[src/rtl/full_adder_pkg.sv]
// Shared constants and types for the registered ripple-carry full adder.
package full_adder_pkg;

  localparam int FULL_ADDER_MAX_WIDTH = 64;

  typedef struct packed {
    logic                            carry;
    logic [FULL_ADDER_MAX_WIDTH-1:0] sum;
  } fa_result_t;

  localparam logic [FULL_ADDER_MAX_WIDTH-1:0] FA_SOM_RST = '0;

  // Reset image of the registered result; the top slices sum down to WIDTH.
  localparam fa_result_t FA_RESULT_RST = '{carry: 1'b0, sum: FA_SOM_RST};

endpackage

[src/rtl/fa_slice.sv]
// Purely combinational 1-bit full adder, one link of the ripple chain.
module fa_slice (
  input  logic a,
  input  logic b,
  input  logic cin,
  output logic s,
  output logic cout
);

  logic p;

  assign p    = a ^ b;
  assign s    = p ^ cin;
  assign cout = (a & b) | (cin & p);

endmodule

[src/rtl/full_adder.sv]
// Registered WIDTH-bit ripple-carry adder: {rout, som} = a + b + rin, one cycle latency.
// Define FULL_ADDER_OVF_EN to add the registered signed-overflow output ovf.
module full_adder
  import full_adder_pkg::*;
#(
  parameter int WIDTH = 1
) (
`ifdef FULL_ADDER_OVF_EN
  output logic             ovf,
`endif
  input  logic             clk,
  input  logic             rst,
  input  logic             in_valid,
  input  logic [WIDTH-1:0] a,
  input  logic [WIDTH-1:0] b,
  input  logic             rin,
  output logic             out_valid,
  output logic [WIDTH-1:0] som,
  output logic             rout
);

  if (WIDTH < 1 || WIDTH > FULL_ADDER_MAX_WIDTH) begin : g_width_chk
    $error("full_adder: WIDTH %0d outside 1..%0d", WIDTH, FULL_ADDER_MAX_WIDTH);
  end

  logic [WIDTH:0]   c;
  logic [WIDTH-1:0] s;

  assign c[0] = rin;

  for (genvar i = 0; i < WIDTH; i++) begin : g_slice
    fa_slice u_slice (
      .a    (a[i]),
      .b    (b[i]),
      .cin  (c[i]),
      .s    (s[i]),
      .cout (c[i+1])
    );
  end

  // Result registers only load on in_valid, so idle (possibly X) operands never reach them.
  always_ff @(posedge clk) begin
    if (rst) begin
      out_valid <= 1'b0;
      som       <= FA_RESULT_RST.sum[WIDTH-1:0];
      rout      <= FA_RESULT_RST.carry;
    end else begin
      out_valid <= in_valid;
      if (in_valid) begin
        som  <= s;
        rout <= c[WIDTH];
      end
    end
  end

`ifdef FULL_ADDER_OVF_EN
  always_ff @(posedge clk) begin
    if (rst) begin
      ovf <= 1'b0;
    end else if (in_valid) begin
      ovf <= c[WIDTH] ^ c[WIDTH-1];
    end
  end
`endif

endmodule

[config.mk]
export PLATFORM = sky130hd
export DESIGN_NAME = full_adder
export DESIGN_NICKNAME = d
export VERILOG_FILES = /design/src/rtl/full_adder_pkg.sv /design/src/rtl/fa_slice.sv /design/src/rtl/full_adder.sv
export SDC_FILE = /design/constraint.sdc
export NUM_CORES = 1
export LEC_CHECK = 0
export CORE_AREA = 2 2 39 41
export CTS_BUF_LIST = sky130_fd_sc_hd__clkbuf_4 sky130_fd_sc_hd__clkbuf_8 sky130_fd_sc_hd__clkbuf_16
export CTS_CLUSTER_SIZE = 10
export DETAILED_ROUTE_END_ITERATION = 6
export DIE_AREA = 0 0 41 43
export SYNTH_ARGS = -nofsm -noshare
export SYNTH_HDL_FRONTEND = slang
export SYNTH_SLANG_ARGS = --single-unit
export TNS_END_PERCENT = 20
[constraint.sdc]
create_clock -name clk -period 1.2 [get_ports clk]
set_input_delay 0.24 -clock clk [delete_from_list [all_inputs] [get_ports clk]]
set_output_delay 0.24 -clock clk [all_outputs]
set_load 0.1 [all_outputs]
==> Word-level counts from Yosys, hierarchy flattened <==
Index checks and enable logic that the tools add are counted.
Widths: inputs -> output; s select.
{ "totals": {"register_bits": 3, "in_bits": 6, "out_inout_bits": 3, "elab_cells": 8} }
{ "classes": {"bitwise": 5} }
{ "op_table": {"columns": ["operator", "count"], "rows": [
  ["$and 1x1->1", 2],
  ["$xor 1x1->1", 2],
  ["$or 1x1->1", 1]
]} }

==> Logic depth before layout (Yosys ltp) <==
Gate-level depths: netlist of run 1.
{ "logic_depth": {"ltp_word": 3, "depth_mapped": 3, "mapped_depth_nobuf": 3} }

==> Modules after synthesis <==
From an unflattened synthesis of run 1, not the netlist that was laid out.
{ "hier_totals": {"hier_cells": 9, "area_unflattened_um2": 113.9} }
{ "by_module_without_submodules": {"columns": ["module", "n_inst", "cells_each", "area_per_inst_um2", "seq_area_each_um2"], "rows": [
  ["full_adder", 1, 8, 93.8, 60.1],
  ["fa_slice", 1, 1, 20.0, 0.0]
]} }

==> Worst setup path before layout of run 1 <==
OpenSTA, ideal clock, no wires.
{ "synth_path": {"path_kind": "flip-flop to flip-flop", "from": "reg, netlist name rout", "to": "reg rout", "setup_time_ps": 67, "arrival_ps": 1173, "t_required_ps": 1133, "setup_slack_ps": -40, "stages_incl_launch_ff": 3, "n_path_buf": 0, "period_less_slack_ps": 1240, "cell_sequence": "dfxtp_1 mux2i_1 nor2_1"} }
{ "synth_rtl": {"columns": ["item", "line", "rtl"], "rows": [
  ["to (signal assigned)", "full_adder.sv:46", "rout <= FA_RESULT_RST.carry;"],
  ["to (signal assigned)", "full_adder.sv:51", "rout <= c[WIDTH];"],
  ["to (decl)", "full_adder.sv:19", "output logic rout"]
]} }

==> Worst setup path in the final report of run 1 <==
{ "layout_path": {"from": "reg som", "to": "out som"} }
{ "layout_rtl": {"columns": ["item", "line", "rtl"], "rows": [
  ["from (decl)", "full_adder.sv:18", "output logic [WIDTH-1:0] som,"],
  ["from (signal assigned)", "full_adder.sv:45", "som <= FA_RESULT_RST.sum[WIDTH-1:0];"],
  ["from (signal assigned)", "full_adder.sv:50", "som <= s;"]
]} }
No word-level cell between the ends.

==> qor.yml, run 1 <==
status:
  outcome: "finished, final reports clean"
setup_path:
  cp-start-kind: "flop"
  path_max_fanout: 2
  critPathMaxStageDelay_ns: 0.37
  critPathKind: "flop to output port"
  arrival_ns: 0.80
  crit_family: "flip-flops"
  cp-end-kind: "output port"
  cp_data_required_time_ns: 0.96
  cp_slowest_cell: "dfxtp_1"
  critical_path_buf_inv_count: 1
  worstPathCellList: "buf_12"
power_and_ir_drop:
  leakagePower_nw: 0.126
  ir_drop_mv: 0.344
  power.density_nw_per_um2: 1560
drt:
  vias: 116
  drc: 0
  dr.pass1.iters: 2
  avgViaCountPerCell: 3.14
  antenna_left: 0
  wl_um: 272
  wl_per_cell_um: 7.35
  drt_iter0_markers: 3
synth:
  ys_seq_area_frac: 0.527
  ys_seq_elements: 3
  netlist_area_um2: 114
  yosysWarningCount: 0
  synthesis.nets: 16
  yosysUniqueCellTypes: 5
  syn_inst: 9
  syn_avg_cell_area_um2: 12.7
finish:
  layout_common_cells: "clkbuf_4, buf_12"
  fin_util: 0.199
  final_common_cell: "clkbuf_4"
  fillers: 157
  antenna_cells: 0
  final-seq-area_um2: 61.3
  multi_input_area_um2: 53.8
  final_area_um2: 275
  drive_gt1_frac: 0.381
  nets: 29
  area_growth_pct: 142
placed_design:
  gp_congestion: 0.589
  place_area_um2: 245
  port_buffers: 8
die:
  core-area_um2: 1380
  die_height_um: 43
  io_pins: 9
  rows: 14
  start_util: 0.0823
  die_w_um: 41
  fp.dieArea_um2: 1760
global_routing:
  antenna_found_initial: 0
  grt.total_usage: 0.0492
  grt_overflow: 0
  grt_pass1_vias: 123
  grt_pass1_wl_um: 496
  grt_start_max_net_pins: 4
clocking:
  cts_made_buffers: 3
  clock_path_buffers: 2
  clk_pin_slew_ns: 0.04
  hold_buffers: 0
  clock-sinks: 3
  cts-root-buf: "clkbuf_4"
  cts_tree: "built"
  cts_setup_buffers: 0
  htreeDepth: 1
  clock_latency_ns: 0.23
timing:
  tightestPinTransition_ns: 0.164
  fmax_ghz: 0.963
  finalHoldViolCount: 0
  holdWs_ns: 0.476
  drv_slew: 0
  fin_crit_ns: 1.04
  rsz0062_at_grt: "no"
  finClkSkew_ns: 0
  setup_viol: 0
  fin_crit_sh: 0.865
  slew_headroom: 0.890
flow_run:
  timing.max_cap.violations: 0
worst_hold_path:
  hold_path_class: "primary input to flop"
-- logic make-up after synthesis --
group                    synth area share
multiplexers                        0.176
AND/OR/NAND/NOR                     0.121
flip-flops                          0.527
adder cells (fa/ha/maj)             0.176
-- path summary, 6_finish.rpt --
check / slack [ns] / depth (start not counted) / to / start
min reg2reg: 0.52 / 2 / rout$_SDFFE_PP0P_ / rout$_SDFFE_PP0P_
max: 0.16 / 1 / som / som$_SDFFE_PP0P_
max reg2reg: 0.58 / 2 / som$_SDFFE_PP0P_ / som$_SDFFE_PP0P_
min: 0.48 / 4 / som$_SDFFE_PP0P_ / a
-- through the flow --
step	TNS, ns	instances	power [mW]	setup WS, ns
floorplan	-0.0400	9	0.177	-0.0400
global placement	-0.445	33	0.233	-0.247
detailed placement	-0.495	33	0.236	-0.290
CTS	0	37	0.441	0.00857
global route	0	37	0.453	0.125
finish	0	37	0.430	0.162
-- area by class of cell --
class | count | share of cell area
Sequential cell | 3 | 0.223
Timing Repair Buffer | 8 | 0.400
Tap cell | 16 | 0.0727
Clock buffer | 4 | 0.109
Multi-Input combinational cell | 6 | 0.195
-- synth_stat cells, drive strengths merged --
master / number / area, um2
fa: 1 / 20.0
mux2i: 2 / 20.0
nor2: 2 / 7.51
dfxtp: 3 / 60.1
nor2b: 1 / 6.26
-- flip-flops by register name, summed over array words and instances (netlist names) --
| register | cells |
|---|---|
| som | 1 |
| rout | 1 |
| out_valid | 1 |
-- per-layer routing --
metal,part of all wire,vias to the layer above,track usage,wire [um]
met5,0,-,0,0
met4,0.022,0,0.0600,6
met3,0.21,2,0.0471,56
met2,0.30,9,0.0500,81
met1,0.47,51,0.0484,127
li1,-,54,-,-
-- where the power goes --
group / internal [mW] / switching (mW)
logic: 0.0472 / 0.0672
registers: 0.108 / 0.00730
clock network: 0.147 / 0.0526
-- timing repair --
| action | in CTS | in global routing |
|---|---|---|
| setup endpoints to repair | 1 | 1 |
| pin swaps | 1 | 1 |
| resized for setup | 2 | 1 |
| hold endpoints to repair | 0 | 0 |
Note: power is estimated with default switching activity, not from simulation.
==> run 2: changes to the inputs <==
--- a/config.mk
+++ b/config.mk
@@ -10,6 +10,7 @@
 export CTS_CLUSTER_SIZE = 10
 export DETAILED_ROUTE_END_ITERATION = 6
 export DIE_AREA = 0 0 41 43
+export SETUP_SLACK_MARGIN = 0.4
 export SYNTH_ARGS = -nofsm -noshare
 export SYNTH_HDL_FRONTEND = slang
 export SYNTH_SLANG_ARGS = --single-unit
==> run 2 against run 1 <==
  * Clock power about the same
  * Critical path type unchanged
  * Utilization is 0.27 points higher
  * Critical path depth unchanged
  * First-iteration DRC count unchanged
  * Die area did not move
  * Fmax up 4.5%
  * Count of clock-buffer cells in the layout unchanged
==> qor.yml, run 2 (synthesized netlist as in run 1, its figures left out) <==
drt:
  dr.pass1.iters: 2
  drc: 0
  vias: 112
  wl_um: 277
  drt_iter0_markers: 3
  wl_per_cell_um: 7.29
  antenna_left: 0
  avgViaCountPerCell: 2.95
die:
  die_height_um: 43
  rows: 14
  io_pins: 9
  start_util: 0.0823
  die_w_um: 41
  core-area_um2: 1380
  fp.dieArea_um2: 1760
power_and_ir_drop:
  ir_drop_mv: 0.360
  design_power_total_mw: 0.434
  power.density_nw_per_um2: 1560
  leakagePower_nw: 0.122
clocking:
  htreeDepth: 1
  clk_pin_slew_ns: 0.04
  cts_tree: "built"
  cts-root-buf: "clkbuf_4"
  clock_latency_ns: 0.23
  cts_made_buffers: 3
  clock-sinks: 3
  clock_path_buffers: 2
  hold_buffers: 0
setup_path:
  arrival_ns: 0.75
  worstPathCellList: "buf_12"
  cp-start-kind: "flop"
  critPathKind: "flop to output port"
  cp-end-kind: "output port"
  cp_slowest_cell: "dfxtp_2"
  path_max_fanout: 2
  cp_data_required_time_ns: 0.96
  critical_path_buf_inv_count: 1
  critPathMaxStageDelay_ns: 0.34
  crit_family: "flip-flops"
global_routing:
  grt.total_usage: 0.0514
  grt_pass1_wl_um: 510
  antenna_found_initial: 0
  grt_pass1_vias: 124
  grt_overflow: 0
  grt_start_max_net_pins: 4
placed_design:
  place_ws_ns: -0.263
  port_buffers: 8
  placed_cells: 33
  gp_congestion: 0.571
finish:
  area_growth_pct: 145
  nets: 30
  antenna_cells: 0
  fin_cells: 38
  layout_common_cells: "clkbuf_4, dfxtp_2, buf_12"
  reg_top3: "out_valid (1), rout (1), som (1)"
  drive_gt1_frac: 0.545
  final_common_cell: "clkbuf_4"
  fin_util: 0.202
timing:
  setup_tns_ns: 0
  rsz0062_at_grt: "yes"
  finalHoldViolCount: 0
  finClkSkew_ns: 0
  setup_ws_ns: 0.207
  fmax_ghz: 1.01
  drv_slew: 0
  fin_crit_ns: 0.993
  setup_viol: 0
  slew_headroom: 0.919
  tightestPinTransition_ns: 0.118
  fin_crit_sh: 0.828
worst_hold_path:
  hold_path_class: "primary input to flop"
status:
  outcome: "finished, final reports clean"
flow_run:
  timing.max_cap.violations: 0
## run 2: cell count changes in the layout (fill, tap and decap cells not counted)
cell             delta
dlygate4sd2_1       -1
dfxtp_1             -2
clkbuf_2            +1
buf_4               +1
dfxtp_2             +2
dlymetal6s2s_1      -1
clkdlybuf4s15_1     +1
## run 2: final timing paths
path | from | endpoint | slack [ns] | cells after the start
worst max-delay path | rout$_SDFFE_PP0P_ | rout | 0.21 | 1
worst min-delay path | rin | som$_SDFFE_PP0P_ | 0.44 | 4
worst max register to register | som$_SDFFE_PP0P_ | som$_SDFFE_PP0P_ | 0.47 | 3
worst min register to register | rout$_SDFFE_PP0P_ | rout$_SDFFE_PP0P_ | 0.53 | 2
## run 2: cell type report
type                       count  area, um2
fill                         148       1100
clock buffer                   4       30.0
timing repair buffer           9        111
multi-input combinational      6       53.8
sequential                     3       63.8
tap                           16       20.0
## run 2: timing repair
action,CTS,global route
cloned,0,0
pin swaps,1,1
setup endpoints to repair,5,5
resized for setup,4,2
buffers inserted,1,0
## run 2: report_power, final
group,internal [mW],switching (mW),total [mW]
Clock,0.147,0.0530,0.200
Combinational,0.0497,0.0677,0.117
Sequential,0.109,0.00716,0.116
Total,0.306,0.128,0.434
## run 2: per-layer routing
layer,part of all wire,track usage,wire length (um)
met3,0.22,0.0628,62
met5,0,0,0
met2,0.33,0.0500,92
met4,0,0.0400,0
met1,0.44,0.0552,122
## run 2: per-stage QoR
| stage | area [um2] | hold WS (ns) |
|---|---|---|
| 5_1_grt | 279 | 0.471 |
| 3_5_place_dp | 248 | 0.522 |
| 6_report | 279 | 0.437 |
| 4_1_cts | 283 | 0.533 |
| 3_3_place_gp | 248 | 0.503 |
| 2_1_floorplan | 118 | 0.304 |
## run 2: worst register-to-register path, stage by stage (launching register included)
cell and delay [ns]:
dfxtp_2 0.33, buf_4 0.13, mux2i_1 0.11, nor2_1 0.05
